`src/rtl/arbiter_rr_4.sv`:
```
// Round-robin arbiter for 4 requesters with grant locking and an optional hold-time limit.
// Also provides decoder_2_4, which turns the granted index into per-requester grant lines.
module arbiter_rr_4 #(
  parameter int unsigned MAX_HOLD = 8
) (
  input  logic       i_clk,
  input  logic       i_reset,
  input  logic [3:0] i_req,
  output logic       o_grant_valid,
  output logic [1:0] o_grant_idx
);

  localparam int unsigned HW = (MAX_HOLD == 0) ? 1 : $clog2(MAX_HOLD + 1);
  localparam logic [HW-1:0] HOLD_LAST = HW'((MAX_HOLD == 0) ? 0 : MAX_HOLD - 1);

  typedef enum logic {IDLE, GRANT} state_t;

  state_t        state_q, state_d;
  logic [1:0]    idx_q, idx_d;
  logic [1:0]    last_ptr_q, last_ptr_d;
  logic [HW-1:0] hold_q, hold_d;
  logic [1:0]    winner, cand;
  logic          found;
  logic [3:0]    others;
  logic          preempt;

  // Search starts just after the previous owner, so it gets lowest priority.
  always_comb begin
    winner = '0;
    cand   = '0;
    found  = 1'b0;
    for (int unsigned k = 1; k <= 4; k++) begin
      cand = last_ptr_q + 2'(k);
      if (!found && i_req[cand]) begin
        winner = cand;
        found  = 1'b1;
      end
    end
  end

  always_comb begin
    others  = i_req & ~(4'b0001 << idx_q);
    preempt = (MAX_HOLD != 0) && (hold_q == HOLD_LAST) && (others != '0);
  end

  always_comb begin
    state_d    = state_q;
    idx_d      = idx_q;
    last_ptr_d = last_ptr_q;
    hold_d     = hold_q;
    case (state_q)
      IDLE: begin
        if (found) begin
          idx_d   = winner;
          hold_d  = '0;
          state_d = GRANT;
        end
      end
      GRANT: begin
        if (!i_req[idx_q] || preempt) begin
          state_d    = IDLE;
          last_ptr_d = idx_q;
        end else if (others == '0) begin
          hold_d = '0;
        end else if ((MAX_HOLD != 0) && (hold_q != HOLD_LAST)) begin
          hold_d = hold_q + 1'b1;
        end
      end
      default: state_d = IDLE;
    endcase
  end

  always_ff @(posedge i_clk or posedge i_reset) begin
    if (i_reset) begin
      state_q    <= IDLE;
      idx_q      <= '0;
      last_ptr_q <= 2'b11;
      hold_q     <= '0;
    end else begin
      state_q    <= state_d;
      idx_q      <= idx_d;
      last_ptr_q <= last_ptr_d;
      hold_q     <= hold_d;
    end
  end

  assign o_grant_valid = (state_q == GRANT);
  assign o_grant_idx   = idx_q;

endmodule


```
`config.mk`:
```
export PLATFORM = sky130hd
export DESIGN_NAME = arbiter_rr_4
export DESIGN_NICKNAME = d
export VERILOG_FILES = /design/src/rtl/arbiter_rr_4.sv
export SDC_FILE = /design/constraint.sdc
export NUM_CORES = 1
export LEC_CHECK = 0
export CELL_PAD_IN_SITES_DETAIL_PLACEMENT = 1
export CELL_PAD_IN_SITES_GLOBAL_PLACEMENT = 2
export CORE_MARGIN = 2
export CORE_UTILIZATION = 28
export CTS_CLUSTER_DIAMETER = 150
export DETAILED_ROUTE_END_ITERATION = 8
export PLACE_DENSITY = 0.71
export SLEW_MARGIN = 20
export SYNTH_ARGS = -nofsm -noshare
export SYNTH_HDL_FRONTEND = slang
export SYNTH_SLANG_ARGS = --single-unit
```
`constraint.sdc`:
```
create_clock -name i_clk -period 1.65 [get_ports i_clk]
set_input_delay 0.165 -clock i_clk [delete_from_list [all_inputs] [get_ports i_clk]]
set_output_delay 0.165 -clock i_clk [all_outputs]
set_load 0.005 [all_outputs]
```
==> impl_metrics.env <==
export IMPL_finish_utilization=0.3899
export IMPL_die_h_um=51.22
export IMPL_boundaryPins=9
export IMPL_nNetsFinal=96
export IMPL_timing_final_crit_share=0.9482
export IMPL_htree_levels=1
export IMPL_dp_hpwl_mm=1.277
export IMPL_power_switching_w=0.0005004
export IMPL_cp_arrival_ns=1.70
export IMPL_drt_iter0_markers=5
export IMPL_layout_min_cycle_time_ns=1.564
export IMPL_max_freq_mhz=639.2
export IMPL_synth_seq_area_share=0.3647
export IMPL_clk_latency_ns=0.27
export IMPL_crit_path_max_incr_delay_ns=0.57
export IMPL_rows=17
export IMPL_routedWlPerCell_um=13.28
export IMPL_cp_num_buf_inv=0
export IMPL_synthCells=66
export IMPL_core_area_um2=2170
export IMPL_combinationalPowerShare=0.546
export IMPL_grt_max_degree=10
export IMPL_min_delay_path_class="in -> async"
export IMPL_grt_pass1_vias=620
export IMPL_synth_seq_cells=9
export IMPL_slew_violations=0
export IMPL_synth_net_count=73
export IMPL_slew_headroom=0.7838
export IMPL_die_area_um2=2623
export IMPL_p_per_area_nw_per_um2=1564
export IMPL_cp_required_ns=1.79
export IMPL_crit_chain="mux4_2, or2_1, o2111ai_2, o22ai_1"
export IMPL_drc=0
export IMPL_syn_to_final_growth_pct=35.47
export IMPL_layout_drive_gt1_share=0.2727
export IMPL_vias_per_cell=4.957
export IMPL_syn_area_um2=624.3
export IMPL_final_setup_worst_slack_ns=0.08551
export IMPL_seq_power_share=0.322
export IMPL_crit_family="multiplexers"
export IMPL_track_usage=0.1409
export IMPL_irDropWorstVdd_mv=0.6324
export IMPL_post_cts_resize_count=0
export IMPL_final_cell_mix="buf_4 (12), inv_1 (8), clkdlybuf4s50_1 (8)"
export IMPL_clock_path_buffers=2
export IMPL_cap_violations=0
export IMPL_p_leak_nw=0.3521
export IMPL_clock_power_share=0.131
export IMPL_critical_path_endpoint_type="register"
export IMPL_internal_power_w=0.0008223
export IMPL_cts_num_sinks=9
export IMPL_drtAntennaViolNets=0
export IMPL_cts_setup_buffers=0
export IMPL_wl_mm=1.541
export IMPL_drtPass1Iterations=4
export IMPL_netlist_cell_type_count=32
export IMPL_synth_avg_cell_area_um2=9.460
export IMPL_worst_setup_path_start_kind="register"
export IMPL_p_sw_frac=0.3783
export IMPL_grt_overflow_total=0
export IMPL_cts_tree="built"
export IMPL_clockRootBuffer="clkbuf_4"
export IMPL_initial_core_util=0.2878
export IMPL_routed_via_count=575
export IMPL_portBuffers=8
export IMPL_n_fill_cell=271
export IMPL_slowest_stage="mux4_2"
export IMPL_place_ws_ns=-0.2316
export IMPL_cp_max_fo=3
export IMPL_grt_pass1_wl_mm=2.704
export IMPL_die_x_um=51.22
export IMPL_cts_buffers=3
export IMPL_antenna_cells=0
export IMPL_gp_congestion=0.7613
export IMPL_seq_area_um2=227.7
export IMPL_setup_viol=0
export IMPL_fin_skew_ns=0.004037
export IMPL_criticalPathCategory="reg -> reg"
export IMPL_outcome="finished, final reports clean"
export IMPL_final_common_cell="buf_4"
export IMPL_cts_hold_fix_buffers=0
export IMPL_multi_input_comb_area_um2=356.6
export IMPL_clk_pin_slew_ns=0.06
export IMPL_antenna_found_initial=0
export IMPL_worstMarginPinSlew_ns=0.3214
export IMPL_hold_viol=0
export IMPL_ys_warn_count=0
export IMPL_grt_setup_unrepaired="no"
flip-flops by register name, summed over array words and instances (netlist names):
register / flops
last_ptr_q: 2
hold_q: 4
o_grant_idx: 2
o_grant_valid: 1
per-layer routing:
layer  up-vias  global-route usage  routed length (µm)  share of wire
met4         0             0.05263                  14         0.0091
met5         -                   0                   0              0
met3         2             0.04386                  50          0.032
met1       282              0.1765                 741           0.48
li1        283                   -                   -              -
met2         8              0.2273                 734           0.48
worst paths after layout:
check	cells past startpoint	to	slack [ns]	startpoint
max	4	hold_q[1]$_DFFE_PP0P_	0.09	o_grant_idx[0]$_DFFE_PP0P_
min	2	o_grant_valid$_DFF_PP0_	0.15	i_reset
max reg2reg	4	hold_q[1]$_DFFE_PP0P_	0.09	o_grant_idx[0]$_DFFE_PP0P_
min reg2reg	1	hold_q[0]$_DFFE_PP0P_	0.50	hold_q[0]$_DFFE_PP0P_
max in group asynchronous	2	last_ptr_q[1]$_DFFE_PP1P_	1.21	i_reset
min in group i_clk	1	hold_q[0]$_DFFE_PP0P_	0.50	hold_q[0]$_DFFE_PP0P_
stage by stage:
stage / instances / hold WS [ns] / total power (W) / area, µm² / setup TNS (ns)
finish: 116 / 0.1485 / 0.001323 / 845.8 / 0
CTS: 116 / 0.1573 / 0.001332 / 839.6 / 0
detailed placement: 112 / 0.4522 / 0.001145 / 813.3 / -1.162
global route: 116 / 0.1760 / 0.001442 / 845.8 / 0
global placement: 112 / 0.4440 / 0.001133 / 813.3 / -0.9714
floorplan: 66 / -0.008513 / 0.0008514 / 624.3 / 0
power groups by stage:
stage / Sequential (W) / Combinational [W] / Clock (W)
after CTS: 0.000427 / 0.000718 / 0.000187
after global routing: 0.000442 / 0.000809 / 0.000191
after floorplan: 0.000435 / 0.000417 / 0
final: 0.000426 / 0.000723 / 0.000174
after detailed placement: 0.000431 / 0.000714 / 0
after global placement: 0.000430 / 0.000703 / 0
synthesized netlist by cell type:
library cell / count / area (µm²)
o2111ai_1: 1 / 8.760
nor4_1: 1 / 6.260
nor2b_1: 3 / 18.77
o21ai_0: 3 / 15.01
o22ai_1: 2 / 12.51
dfrtp_1: 7 / 175.2
a21oi_1: 3 / 15.01
mux4_2: 1 / 22.52
mux2i_4: 1 / 22.52
dfstp_2: 2 / 52.55
o32a_1: 1 / 10.01
nand2b_1: 1 / 6.260
nand3_1: 3 / 15.01
a31oi_1: 4 / 25.02
a32oi_2: 1 / 16.27
or4_4: 1 / 11.26
nand3b_1: 1 / 7.510
mux2_1: 2 / 22.52
nand2_1: 1 / 3.750
buf_2: 1 / 5.000
nor2_2: 1 / 6.260
o31ai_1: 1 / 7.510
o21a_1: 1 / 7.510
ha_1: 1 / 12.51
buf_6: 1 / 11.26
or2_1: 1 / 6.260
nor2_1: 7 / 26.28
a31oi_2: 1 / 12.51
mux2i_1: 2 / 20.02
nor3_1: 1 / 5.000
nor3b_1: 1 / 7.510
inv_1: 8 / 30.03
cells by family after synthesis:
kind of cell    share of synthesized area
mux                                0.1403
simple gates                       0.1924
fa+ha+maj                         0.02004
compound gates                     0.2084
buf+inv                           0.07414
flops                              0.3647
layout make-up:
| type | instances | area share |
|---|---|---|
| inverter | 8 | 0.03550 |
| sequential | 9 | 0.2692 |
| clock buffer | 4 | 0.03107 |
| tap | 28 | 0.04142 |
| multi-input combinational | 47 | 0.4216 |
| timing repair buffer | 20 | 0.2012 |
Power figures use the tool's default switching activity.
